**config.mk**
```make
export PLATFORM = sky130hd
export DESIGN_NAME = multicycle_ctrl
export DESIGN_NICKNAME = d
export VERILOG_FILES = /design/src/rtl/multicycle_ctrl.sv
export SDC_FILE = /design/constraint.sdc
export NUM_CORES = 1
export LEC_CHECK = 0
export BUFFER_PORTS_ARGS = -buffer_cell sky130_fd_sc_hd__clkbuf_2
export CORE_MARGIN = 1.5
export CORE_UTILIZATION = 45
export CTS_CLUSTER_DIAMETER = 50
export DETAILED_ROUTE_END_ITERATION = 7
export PLACE_DENSITY = 0.84
export SLEW_MARGIN = 20
export SYNTH_ARGS = -nofsm -noshare
export SYNTH_HDL_FRONTEND = slang
export SYNTH_SLANG_ARGS = --single-unit
export TNS_END_PERCENT = 5
```
**constraint.sdc**
```tcl
create_clock -name clk -period 2.6 [get_ports clk]
set_input_delay 0.26 -clock clk [delete_from_list [all_inputs] [get_ports clk]]
set_output_delay 0.26 -clock clk [all_outputs]
set_load 0.005 [all_outputs]
```
**src/rtl/multicycle_ctrl.sv**
```systemverilog
// Main control FSM for the multicycle RV32I core, with retired-instruction counter.
// Optional: define MC_CTRL_TRAP_EN to trap on illegal opcodes (adds illegal_o).
module multicycle_ctrl #(
  parameter int CNT_W = 32
) (
  input  logic             clk,
  input  logic             rst,
  input  logic [6:0]       op,
  input  logic [2:0]       funct3,
  input  logic             zero,
  input  logic             mem_ready,
  output logic             pc_write,
  output logic             ir_write,
  output logic             adr_src,
  output logic             mem_write,
  output logic             reg_write,
  output logic [1:0]       result_src,
  output logic [1:0]       alu_src_a,
  output logic [1:0]       alu_src_b,
  output logic [1:0]       alu_op,
  output logic [2:0]       imm_src,
  output logic [3:0]       state_o,
`ifdef MC_CTRL_TRAP_EN
  output logic             illegal_o,
`endif
  output logic [CNT_W-1:0] instret_o
);

  typedef enum logic [3:0] {
    FETCH    = 4'd0,
    DECODE   = 4'd1,
    MEMADR   = 4'd2,
    MEMREAD  = 4'd3,
    MEMWB    = 4'd4,
    MEMWRITE = 4'd5,
    EXECR    = 4'd6,
    ALUWB    = 4'd7,
    EXECI    = 4'd8,
    JAL      = 4'd9,
    BRANCH   = 4'd10,
    LUI      = 4'd11,
    TRAP     = 4'd12
  } state_t;

  localparam logic [6:0] OP_LW  = 7'b0000011;
  localparam logic [6:0] OP_SW  = 7'b0100011;
  localparam logic [6:0] OP_R   = 7'b0110011;
  localparam logic [6:0] OP_I   = 7'b0010011;
  localparam logic [6:0] OP_JAL = 7'b1101111;
  localparam logic [6:0] OP_BR  = 7'b1100011;
  localparam logic [6:0] OP_LUI = 7'b0110111;

  state_t           state_q, state_d;
  logic [CNT_W-1:0] cnt_q, cnt_d;
  logic             retire;
  logic             taken;

  always_ff @(posedge clk) begin
    if (rst) begin
      state_q <= FETCH;
      cnt_q   <= '0;
    end else begin
      state_q <= state_d;
      cnt_q   <= cnt_d;
    end
  end

  assign taken = (funct3 == 3'b000 &&  zero) ||
                 (funct3 == 3'b001 && !zero);

  always_comb begin
    state_d    = state_q;
    retire     = 1'b0;
    pc_write   = 1'b0;
    ir_write   = 1'b0;
    adr_src    = 1'b0;
    mem_write  = 1'b0;
    reg_write  = 1'b0;
    result_src = 2'b00;
    alu_src_a  = 2'b00;
    alu_src_b  = 2'b00;
    alu_op     = 2'b00;
    imm_src    = 3'b000;
    case (op)
      OP_SW:   imm_src = 3'b001;
      OP_BR:   imm_src = 3'b010;
      OP_LUI:  imm_src = 3'b011;
      OP_JAL:  imm_src = 3'b100;
      default: imm_src = 3'b000;
    endcase
    case (state_q)
      FETCH: begin
        alu_src_b  = 2'b10;
        result_src = 2'b10;
        ir_write   = mem_ready;
        pc_write   = mem_ready;
        if (mem_ready) state_d = DECODE;
      end
      DECODE: begin
        alu_src_a = 2'b01;
        alu_src_b = 2'b01;
        case (op)
          OP_LW, OP_SW: state_d = MEMADR;
          OP_R:         state_d = EXECR;
          OP_I:         state_d = EXECI;
          OP_JAL:       state_d = JAL;
          OP_BR:        state_d = BRANCH;
          OP_LUI:       state_d = LUI;
`ifdef MC_CTRL_TRAP_EN
          default:      state_d = TRAP;
`else
          default: begin
            // unknown opcode retires as a nop
            state_d = FETCH;
            retire  = 1'b1;
          end
`endif
        endcase
      end
      MEMADR: begin
        alu_src_a = 2'b10;
        alu_src_b = 2'b01;
        state_d   = (op == OP_LW) ? MEMREAD : MEMWRITE;
      end
      MEMREAD: begin
        adr_src = 1'b1;
        if (mem_ready) state_d = MEMWB;
      end
      MEMWB: begin
        result_src = 2'b01;
        reg_write  = 1'b1;
        state_d    = FETCH;
        retire     = 1'b1;
      end
      MEMWRITE: begin
        adr_src   = 1'b1;
        mem_write = 1'b1;
        if (mem_ready) begin
          state_d = FETCH;
          retire  = 1'b1;
        end
      end
      EXECR: begin
        alu_src_a = 2'b10;
        alu_op    = 2'b10;
        state_d   = ALUWB;
      end
      EXECI: begin
        alu_src_a = 2'b10;
        alu_src_b = 2'b01;
        alu_op    = 2'b10;
        state_d   = ALUWB;
      end
      LUI: begin
        alu_src_a = 2'b11;
        alu_src_b = 2'b01;
        state_d   = ALUWB;
      end
      JAL: begin
        alu_src_a = 2'b01;
        alu_src_b = 2'b10;
        pc_write  = 1'b1;
        state_d   = ALUWB;
      end
      ALUWB: begin
        reg_write = 1'b1;
        state_d   = FETCH;
        retire    = 1'b1;
      end
      BRANCH: begin
        alu_src_a = 2'b10;
        alu_op    = 2'b01;
        pc_write  = taken;
        state_d   = FETCH;
        retire    = 1'b1;
      end
      TRAP:    state_d = TRAP;
      default: state_d = FETCH;
    endcase
    // reset overrides everything combinational, including mid-store mem_write
    if (rst) begin
      pc_write   = 1'b0;
      ir_write   = 1'b0;
      adr_src    = 1'b0;
      mem_write  = 1'b0;
      reg_write  = 1'b0;
      result_src = 2'b00;
      alu_src_a  = 2'b00;
      alu_src_b  = 2'b00;
      alu_op     = 2'b00;
      imm_src    = 3'b000;
    end
  end

  assign cnt_d     = cnt_q + CNT_W'(retire);
  assign state_o   = state_q;
  assign instret_o = cnt_q;
`ifdef MC_CTRL_TRAP_EN
  assign illegal_o = (state_q == TRAP) && !rst;
`endif

endmodule

```
==> results.md, run 1 <==
CTS:
- The later-pin clock latency in the skew report is 0.29 ns.
- The clock transition at the registers of the reported paths is 0.07 ns.
- The level count of the clock H-tree is 2.
- The count of instances resized after the clock tree is built is 0.
- The buffer count from post-CTS setup fixing is 0.
- After clock tree synthesis, the flow added hold-fix buffers numbering 0.
- The total clock buffers created by CTS is 5.
- The tree is rooted in a sky130_fd_sc_hd__clkbuf_8.
- The TritonCTS clock tree is yes.
- The clock net in this run drives a total of 36 sinks.
- Counting along the longest clock path gives a buffer depth of 2.

GRT:
- The number of global-route vias before repair was 2050.
- Entering global routing, the biggest net connects 29 pins.
- The all-layer global routing usage is 20.9%.
- The number of antenna violations at the first check in global routing is 0.
- The first global-routing pass estimated 8.95 mm of wire.
- The remaining global-route overflow is 0.

Route:
- The total length of routed wires is 5.33 mm.
- Using the TritonRoute via totals, the vias-per-cell ratio works out to 5.70.
- For this run, design rule violations remaining after detail routing come to 0.
- For this block, the initial DRC count from the detailed router was 124.
- For this block, the via count after detailed routing is 2327.
- Dividing the detail-routed wire length by the instance count gives 13.1 µm.
- The post-route antenna net violation count is 0.
- The number of detailed-route iterations in the first pass is 4.

Placement:
- The weighted congestion at the end of routability-driven global placement is 0.910.
- The number of placed instances, taps included, is 401.
- Detailed placement ended at an HPWL of 3.98 mm.
- Before CTS, the worst setup slack after placement is -0.0343 ns.
- Buffers placed on the I/O ports in this run total 65.

Floorplan:
- The initial utilization of the core area, before any placement, comes to 46.4%.
- The total die area is 5300 µm².
- After floorplanning, the core was divided into 25 placement rows.
- In this run the count of I/O pins placed on the die edge is 66.
- The width of the chip is 72.8 µm.
- The region available for standard cell placement spans 4720 µm².
- Measured along the y axis, the die boundary spans 72.8 µm.

Synth:
- The synthesized flop and latch total is 36.
- During synthesis, Yosys emitted a total of 0 warnings.
- The number of instances in the synthesized netlist is 269.
- The number of different library cells used by synthesis comes to 53.
- The synthesized area divided by synthesized cell count is 8.15 µm².
- Summing the sequential cell areas from Yosys gives 32.9% of the chip area.
- The post-synth design cell area is 2190 µm².
- Synthesis produced a netlist with a net count of 285.

Flow run:
- Max-cap violations in this run came to 0.

Setup path:
- Of all nets on the critical path, the largest fanout is 11.
- The critical path contains buffers and inverters numbering 0 combined.
- On the critical path, the stage with the largest delay is an instance of sky130_fd_sc_hd__or4_1.
- Walking the worst path, the cells encountered are or2_2, a21oi_1, a211o_1, ha_2, ha_4, and4_2, nand3_4, or4_1, a21oi_2.
- The startpoint kind of the worst setup timing path is a flop.
- The data required time at the worst endpoint is 2.81 ns.
- The critical path's top delay family is simple AND/OR/NAND/NOR gates.
- In this run the critical register-to-register path is launched from state_o[0].
- The data arrival time of the critical path is 2.75 ns.
- The critical path starts at state_o[0].
- STA classifies the critical path endpoint as a flop.
- The setup path with the least slack is of type reg2reg.
- For this run, the slowest stage of the critical path takes 0.58 ns.

Timing:
- The max-slew violation count is 0.
- The relative slew slack is 65.2%.
- The slew of the pin with the lowest slew margin is 0.522 ns.
- The clock arrives with 0.00640 ns of skew.
- Setup violations remaining at the end of the flow were counted as 0.
- Dividing the final minimum period by the clock period gives 97.4%.
- The count of final hold-check violations was 0.
- The upper clock frequency limit is 395 MHz.
- In the post-route analysis, the smallest setup slack over all paths is 0.0679 ns.
- For the final routed database, the setup TNS stands at 0 ns.
- The final critical path time including I/O delays and setup is 2.53 ns.

Min path:
- The class of the worst hold path is in2reg.
- The worst hold path begins at mem_ready.

Power:
- The peak ir drop on the vdd network is 0.182 mV.
- The overall power is 0.00105 W.
- Summed over all cells, the static leakage comes to 1.11 nW.
- For this design the ratio of total power to cell area is 376 nW/µm².

Cells and area:
- The number of antenna diodes in the final layout is 0.
- Measured on the finished design, the core utilization comes to 59.2%.
- The area growth from synthesis to final layout is 27.5%.
- The final non-filler cell total is 408.
- The layout cell share with drive strength beyond 1 is 32.6%.
- In the final design database the tool counted 357 nets.

Run status:
- The run finished with clean final reports.
==> kinds of logic (layout without fill, tap and decap cells) <==
family	count (synthesis)	after routing	share of synthesized area [%]
simple gates	122	122	34.0
compound gates	59	59	17.1
flops	36	36	32.9
buf+inv	29	101	6.22
xor+xnor	18	18	7.19
mux	3	3	1.54
fa+ha+maj	2	2	1.14
==> placed cells by master (no fill, tap or decap), types with 6 or more instances in the layout <==
master	synthesis	routed
sky130_fd_sc_hd__a21oi_1	23	20
sky130_fd_sc_hd__nor2b_1	9	9
sky130_fd_sc_hd__buf_4	2	21
sky130_fd_sc_hd__nor3_1	7	7
sky130_fd_sc_hd__or4_1	13	13
sky130_fd_sc_hd__nand3_1	8	8
sky130_fd_sc_hd__clkbuf_2	0	65
sky130_fd_sc_hd__inv_1	7	7
sky130_fd_sc_hd__nor2_1	20	20
sky130_fd_sc_hd__xor2_1	16	16
sky130_fd_sc_hd__o21ai_0	7	6
sky130_fd_sc_hd__nand2_1	12	12
sky130_fd_sc_hd__dfxtp_1	36	35
sky130_fd_sc_hd__o31ai_1	11	11
sky130_fd_sc_hd__nand4_1	11	11
==> worst paths after layout <==
path,endpoint,slack (ns),cells after the start
worst min-delay path,state_o[0],0.35,3
worst max register to register,instret_o[26],0.07,9
worst min register to register,instret_o[17],0.50,2
worst max-delay path,instret_o[26],0.07,9
==> layer usage <==
layer / track usage, % / vias to the layer above / routed length [µm]
li1: - / 1150 / -
met4: 6.71 / 0 / 116
met2: 36.0 / 97 / 2470
met5: 0 / - / 0
met3: 4.56 / 13 / 338
met1: 26.0 / 1067 / 2410
==> power breakdown <==
group          internal (W)  total [W]  switching [W]
Clock              0.000182   0.000371       0.000189
Sequential         0.000556   0.000562     0.00000561
Combinational     0.0000552   0.000118      0.0000629
Total              0.000794    0.00105       0.000257
==> area by class of cell <==
class,instances,area (µm²)
sequential,36,722
timing repair buffer,87,503
inverter,7,26.3
clock inverter,1,5.00
tap,67,83.8
fill,422,1930
multi-input combinational,204,1380
clock buffer,6,72.6
==> tightest hold or removal path, stage by stage <==
cell and delay (ns):
sky130_fd_sc_hd__clkbuf_2 0.12, sky130_fd_sc_hd__inv_1 0.09, sky130_fd_sc_hd__o2bb2ai_1 0.13
==> stage by stage <==
stage,hold slack (ns),instance area (µm²)
detailed placement,0.476,2700
floorplan,0.453,2240
finish,0.355,2800
global placement,0.468,2700
CTS,0.358,2780
global route,0.373,2800
==> state kept, by name (all words and copies together) (netlist names) <==
signal     flops
instret_o     32
state_o        4
==> cells in the mapped netlist (all sizes together) <==
cell type,instances,share of area (%)
a221oi,2,0.80
inv,7,1.2
o22ai,1,0.29
o21ai,8,1.8
nand2,12,2.1
o32a,1,0.46
o2bb2ai,2,0.80
nor4b,5,2.0
ha,2,1.1
dfxtp,36,33
xor2,16,6.4
nand3,9,2.6
nand4b,1,0.40
o31ai,11,3.8
o211ai,1,0.34
and2,3,0.86
nor2,20,3.4
o21a,1,0.34
nand3b,2,0.68
nor2b,9,2.6
nor4,6,1.7
or3,4,1.1
a21boi,1,0.34
or2,2,0.57
a22oi,1,0.34
nand4,12,3.7
and4,6,2.5
nor3,7,1.6
a211o,1,0.40
or4b,3,1.4
clkbuf,12,2.1
mux2,3,1.5
or4,13,4.4
a31oi,2,0.57
a211oi,2,0.68
a21bo,1,0.46
xnor2,2,0.80
buf,10,3.0
a21oi,23,5.2
and3,2,0.57
or3b,1,0.40
a2111oi,1,0.40
nand2b,5,1.4
(Power assumes the default switching activity.)
==> run 2, diff against run 1 <==
Settings changed: CELL_PAD_IN_SITES_DETAIL_PLACEMENT set to 0, CELL_PAD_IN_SITES_GLOBAL_PLACEMENT set to 2, CORE_UTILIZATION 45 to 26, PLACE_DENSITY 0.84 to 0.85.
Clock period 2.6 ns to 2.1 ns, I/O delays scaled along.
==> run 2 against run 1 <==
First-iteration DRC count is 47% lower. Clock skew is 0.00063 ns lower. Sequential share of layout area is 2.9 points lower. Via count is 2.9% higher. Critical endpoint is now instret_o[21]. Non-clock buffer count is 24 higher. Register-to-register slack worse by 0.29 ns. Design area is 14% higher. The run now ends with setup timing left. Die area is 70% higher. Core utilization is 20 points lower. Combinational power is 47% higher. Clock power is 65% higher. Final cell count is 16% higher.
==> results.md, run 2 (synthesized netlist as in run 1, its figures left out) <==
Cells and area:
- Leaving out fill and tap cells, the most frequent cell in the layout is sky130_fd_sc_hd__clkbuf_2.
- The layout cell share with drive strength beyond 1 is 42.1%.
- The final non-filler cell total is 473.
- The finished cells cover 3180 µm².
- Leaving out fill and tap cells, the most frequent cells in the layout are 64 x sky130_fd_sc_hd__clkbuf_2, 42 x sky130_fd_sc_hd__buf_4, 33 x sky130_fd_sc_hd__dfxtp_1.
- At the end of the flow, the number of nets in the layout was 383.
- The register with the most flip-flops in the layout has 32 of them.
- The count of inserted antenna diode cells is 0.
- The area growth from synthesis to final layout is 44.9%.

Route:
- The total DRC errors in the routed layout is 0.
- The total via count in the routed design is 2394.
- The final layout contains routed wiring with a total length of 6.68 mm.
- The post-route antenna net violation count is 0.
- Dividing the detail-routed via count by the number of cells gives 5.06.
- The pre-antenna-repair detailed-routing pass consisted of 4 iterations.
- For this block, the initial DRC count from the detailed router was 66.
- The detail-routed net length per standard cell is 14.1 µm.

Timing:
- The minimum setup slack in the final design is -0.226 ns.
- The count of final hold-check violations is 0.
- Setup repair after global routing could not meet its margin everywhere.
- The max-slew violation count is 0.
- The worst path in the final design needs a cycle of 2.33 ns, including I/O delays and setup.
- The upper clock frequency limit is 430 MHz.
- Setup violations remaining at the end of the flow were counted as 21.
- The relative slew slack is 66.4%.
- The share of the clock period used by the worst path after layout is 111%.
- The slew of the pin with the lowest slew margin is 0.503 ns.
- The clock skew is 0.00577 ns.

GRT:
- The global-route wire length before repair is 11.0 mm.
- The all-layer global routing usage is 15.4%.
- The number of antenna violations at the first check in global routing is 0.
- The remaining global-route overflow is 0.
- The pin count of the biggest net entering global routing is 26.
- The number of global-route vias before repair came to 2300.

Placement:
- The placed standard-cell area is 2880 µm².
- The number of input and output port buffers inserted is 65.
- The weighted congestion at the end of routability-driven global placement is 0.784.
- The HPWL after detailed placement is 4.75 mm.
- After detailed placement, the design holds a cell count of 459.

CTS:
- TritonCTS built the clock tree.
- The level count of the clock H-tree is 2.
- Clock tree synthesis inserted a total of 5 buffers.
- At the later pin of the worst-skew pair, clock insertion delay measures 0.29 ns.
- The number of clock sinks is 36.
- The clock passes through at most 2 buffers.
- For this design, the CTS-stage hold fixing added 0 buffers.
- The clock transition at the registers of the reported paths is 0.07 ns.
- The root buffer cell chosen for the clock tree is sky130_fd_sc_hd__clkbuf_8.

Run status:
- The run finished, with violations left.
- The final reports fail on setup timing.

Min path:
- The class of the worst hold path is in2reg.

Setup path:
- Of all nets on the critical path, the largest fanout is 7.
- The data arrival time of the critical path is 2.56 ns.
- The worst setup path is captured at a flop.
- For this design, the slowest cell found on the critical path is sky130_fd_sc_hd__or4_4.
- The critical path class is reg2reg.
- The critical path's top delay family is simple AND/OR/NAND/NOR gates.
- The startpoint kind of the worst setup timing path is a flop.
- The data required time at the worst endpoint is 2.33 ns.
- For this run, the slowest stage of the critical path takes 0.54 ns.
- Traced cell by cell, the critical path runs through or2_4, a211oi_2, a211o_1, ha_4, and4_4, buf_6, nand4_4, or4_4, a21oi_2.
- Counting both buffers and inverters, the worst setup path holds a total of 1.

Floorplan:
- The number of core rows is 33.
- The core footprint is 8180 µm².
- The width of the chip is 94.8 µm.
- Measured along the y axis, the die boundary spans 94.8 µm.
- The count of pins on the block boundary is 66.
- The total die area is 9000 µm².
- The effective utilization at floorplan is 26.8%.

Flow run:
- Across the run, the number of max-cap violations was 0.

Power:
- The analysis attributes to cell leakage a power of 1.26 nW.
- The peak ir drop on the vdd network is 0.203 mV.
- The power density over the cells is 466 nW/µm².
==> run 2: worst register-to-register path, cell delays in order, from the launching register on <==
cell,delay (ns)
sky130_fd_sc_hd__dfxtp_4,0.37
sky130_fd_sc_hd__or2_4,0.23
sky130_fd_sc_hd__a211oi_2,0.14
sky130_fd_sc_hd__a211o_1,0.19
sky130_fd_sc_hd__ha_4,0.16
sky130_fd_sc_hd__and4_4,0.22
sky130_fd_sc_hd__buf_6,0.12
sky130_fd_sc_hd__nand4_4,0.15
sky130_fd_sc_hd__or4_4,0.54
sky130_fd_sc_hd__a21oi_2,0.14
==> run 2: metal layers <==
| metal | track usage, % | up-vias | share of wire [%] | routed length, µm |
|---|---|---|---|---|
| li1 | - | 1201 | - | - |
| met1 | 19.4 | 1121 | 46 | 3060 |
| met2 | 25.7 | 63 | 47 | 3150 |
| met3 | 3.78 | 9 | 5.6 | 372 |
| met4 | 4.73 | 0 | 1.3 | 90 |
| met5 | 0 | - | 0 | 0 |
==> run 2: final timing paths <==
| kind | startpoint | cells past startpoint | endpoint | slack (ns) |
|---|---|---|---|---|
| hold reg to reg | instret_o[31] | 2 | instret_o[31] | 0.49 |
| setup reg to reg | state_o[1] | 9 | instret_o[21] | -0.23 |
| setup / recovery | state_o[1] | 9 | instret_o[21] | -0.23 |
| hold / removal | mem_ready | 4 | state_o[0] | 0.39 |
==> run 2: metrics by stage <==
stage,total power (W),hold WS (ns),util [%],TNS (ns),worst slack [ns]
global route,0.00156,0.408,38.9,-4.67,-0.323
floorplan,0.000795,0.403,-,-7.90,-0.513
finish,0.00148,0.393,38.9,-2.05,-0.226
CTS,0.00150,0.361,38.4,-2.77,-0.199
global placement,0.000869,0.466,35.3,-9.98,-0.466
detailed placement,0.000870,0.477,35.3,-10.89,-0.504
==> run 2: power by group <==
| part | internal, W | total (W) | switching [W] |
|---|---|---|---|
| Combinational | 0.0000850 | 0.000174 | 0.0000887 |
| Sequential | 0.000687 | 0.000694 | 0.00000695 |
| Clock | 0.000353 | 0.000614 | 0.000261 |
| Total | 0.00112 | 0.00148 | 0.000357 |
==> run 2: area by class of cell <==
| class | instances | area, µm² |
|---|---|---|
| Multi-Input combinational cell | 206 | 1490 |
| Sequential cell | 36 | 729 |
| Timing Repair Buffer | 111 | 694 |
| Inverter | 7 | 26.3 |
| Fill cell | 857 | 5000 |
| Clock buffer | 6 | 72.6 |
| Tap cell | 105 | 131 |
| Clock inverter | 2 | 35.0 |
==> run 2: timing repair <==
action,4_1_cts,5_1_grt
hold endpoints to repair,0,0
gates cloned,2,0
resized for setup,22,12
pin swaps,32,7
buffers inserted,4,0
setup endpoints to repair,23,30
==> run 3, diff against run 2 <==
Settings changed: CORE_ASPECT_RATIO set to 1.75.
==> run 3 against run 2 <==
The flow still finishes with violations (setup timing). Clock skew fell by 0.0017 ns. Total power grew 8.9%. Non-clock buffer count grew 7. Combinational power grew 4%. Worst setup slack got worse by 0.040 ns. Register-to-register slack worse by 0.04 ns. Via count grew 2.0%. Routed wire length increased by 6.1%. Final cell count fell by 1.3%. Critical path type unchanged. Critical endpoint is now instret_o[29].
==> results.md, run 3 (synthesized netlist as in run 1, its figures left out) <==
Placement:
- The HPWL after detailed placement is 5.00 mm.
- In this run the tool buffered the top-level ports with 65 buffer cells.
- The weighted congestion at the end of routability-driven global placement is 0.852.

Route:
- The detail route stage leaves a number of antenna-violating nets equal to 0.
- In the final routed layout, each cell accounts on average for 15.2 µm.
- The number of detailed-route iterations in the first pass is 4.
- The detailed-routing wirelength on met1 is 2.71 mm.
- The total length of routed wires is 7.09 mm.
- Using the TritonRoute via totals, the vias-per-cell ratio works out to 5.23.
- The highest layer touched by signal routing is met4.
- The total via count in the routed design is 2442.
- The total DRC errors in the routed layout is 0.
- The initial DRC count is 143.
- The detailed-routed wire length on met3 is 262 µm.
- The sum of met2 wire segment lengths after detailed routing is 3.88 mm.

Timing:
- Between clock sinks in the finished design, the worst skew comes to 0.00408 ns.
- The slew of the pin with the lowest slew margin is 0.502 ns.
- Setup repair after global routing could not meet its margin everywhere.
- The share of the clock period used by the worst path after layout is 113%.
- The minimum setup slack in the final design is -0.266 ns.
- The final critical path time including I/O delays and setup is 2.37 ns.
- The summed negative setup slack over all endpoints is -3.91 ns.
- The count of final hold-check violations is 0.
- The total setup violations reported at the end of the flow is 27.
- The relative slew slack is 66.5%.
- The max-slew violation count is 0.
- The worst slack on hold paths is 0.324 ns.
- Static timing analysis puts the maximum clock frequency at 423 MHz.

Setup path:
- The worst setup path is captured at a flop.
- Data on the critical path is required at its endpoint by 2.27 ns.
- The capturing point of the worst reg2reg path is instret_o[29].
- Walking the worst path, the cells encountered are nand2b_4, a211oi_2, a211o_1, ha_4, and4_4, buf_6, nand4_1, nor4_2, mux2_1.
- The minimum setup slack among reg-to-reg paths is -0.27 ns.
- The critical-path cell with the highest stage delay is sky130_fd_sc_hd__dfxtp_1.
- In this run the critical register-to-register path is launched from state_o[2].
- The startpoint kind of the worst setup timing path is a flop.
- The number of buffers and inverters on the critical path is 1.
- The critical path is of the reg2reg type.
- Counting cells, the worst reg-to-reg path comes to 9.
- The cell family contributing the most delay on the critical path is simple AND/OR/NAND/NOR gates.
- On the worst path, the slowest cell contributes a delay of 0.38 ns.
- Along the worst path, the maximum fanout reaches 6.
- The data arrival time of the critical path is 2.53 ns.

Power:
- VDD sags by at most 0.290 mV.
- The leakage power summed over all cells is 1.31 nW.
- The power density over the cells is 500 nW/µm².

Floorplan:
- The width of the chip is 72.4 µm.
- The effective utilization at floorplan is 26.6%.
- The total die area is 9020 µm².
- The number of core rows is 44.
- The core footprint is 8260 µm².
- The height of the chip is 125 µm.
- During I/O placement, the number of pins put on the boundary was 66.

CTS:
- For this design, the sink count on the clock tree is 36.
- The level count of the clock H-tree is 2.
- The TritonCTS clock tree is yes.
- For the worst-skew pair, the clock arrives at the later sink with an insertion delay of 0.28 ns.
- The cell chosen for the clock root is sky130_fd_sc_hd__clkbuf_16.
- The deepest clock path buffer count is 2.
- After clock tree synthesis, the clock-pin slew on the worst setup and hold paths is 0.06 ns.
- Counting the buffers created by CTS gives 5.

GRT:
- The number of antenna violations at the first check in global routing is 0.
- Global routing used 15.0% of the available tracks across all layers.
- Global routing finished with a remaining overflow of 0.
- The global-route wire length before repair is 10.9 mm.
- Entering global routing, the biggest net connects 23 pins.
- The number of global-route vias before repair is 2327.

Cells and area:
- The library cell used most frequently in the layout, excluding fill and tap cells, is sky130_fd_sc_hd__clkbuf_2.
- The register with the most flip-flops in the layout has 32 of them.
- Compared with the post-synthesis result, the final layout area differs by 47.2%.
- The count of inserted antenna diode cells is 0.
- The final layout contains 390 nets.
- The layout cell share with drive strength beyond 1 is 42.7%.
- In the layout the commonest cells are 65 x sky130_fd_sc_hd__clkbuf_2, 50 x sky130_fd_sc_hd__buf_4, 33 x sky130_fd_sc_hd__dfxtp_1.

Min path:
- The worst hold path passes through 3 cells.
- The hold path startpoint is mem_ready.
- The endpoint of the worst hold-timing path is state_o[2].
- The path class of the tightest hold or removal check is in2reg.

Flow run:
- The tool flagged a number of max-cap violations equal to 0.

Run status:
- The run finished, with violations left.
- The checks that failed: setup timing.
[run 3: changes by cell type in the layout (fill, tap and decap cells not counted), moves of 3 or more]
| cell | delta |
|---|---|
| sky130_fd_sc_hd__clkbuf_16 | +5 |
| sky130_fd_sc_hd__clkbuf_8 | -6 |
| sky130_fd_sc_hd__or4_4 | -3 |
| sky130_fd_sc_hd__buf_4 | +8 |
| sky130_fd_sc_hd__or4_1 | +3 |
[run 3: per-layer routing]
metal  up-vias  GRT usage [%]
met5         -              0
met4         0           6.55
met3        16           2.10
met2        72           28.1
met1      1142           16.2
li1       1212              -
[run 3: metrics by stage]
step                power [W]  utilization (%)  cells  worst slack [ns]  instance area (µm²)
floorplan            0.000795                -    269            -0.513                 2240
global placement     0.000874             35.4    453            -0.477                 2920
detailed placement   0.000876             35.4    453            -0.522                 2920
CTS                   0.00163             37.8    462            -0.274                 3120
global route          0.00169             39.1    467            -0.395                 3230
finish                0.00161             39.1    467            -0.266                 3230
[run 3: worst max path at each step]
stage               startpoint       endpoint  slack (ns)  cells after the start
CTS                 state_o[1]  instret_o[20]       -0.27                      9
finish              state_o[2]  instret_o[29]       -0.27                      9
detailed placement       op[3]  instret_o[30]       -0.52                     11
global route        state_o[2]  instret_o[29]       -0.40                      9
global placement         op[3]  instret_o[30]       -0.48                     11
floorplan                op[2]  instret_o[30]       -0.51                     13
[run 3: tightest hold or removal path, stage by stage]
cell	delay, ns
sky130_fd_sc_hd__clkbuf_2	0.12
sky130_fd_sc_hd__inv_1	0.09
sky130_fd_sc_hd__o2bb2ai_1	0.13
[run 3: layout make-up]
cell class                      instances  area, µm²
Fill cell                             861       5030
Multi-Input combinational cell        206       1480
Timing Repair Buffer                  118        734
Sequential cell                        36        729
Clock buffer                            5        125
Tap cell                               92        115
Inverter                                7       26.3
Clock inverter                          3       18.8
[run 3: repair_timing]
action                     in CTS  in global routing
buffers inserted                0                  4
pin swaps                      13                 12
hold buffers                    0                  0
setup endpoints to repair      25                 30
resized for setup               9                 20
gates cloned                    1                  1
[run 3: report_power, final]
part | switching [W] | internal (W) | leakage (nW)
logic | 0.0000919 | 0.0000888 | 0.947
clock network | 0.000299 | 0.000437 | 0.0736
registers | 0.00000828 | 0.000688 | 0.292
total | 0.000400 | 0.00121 | 1.31
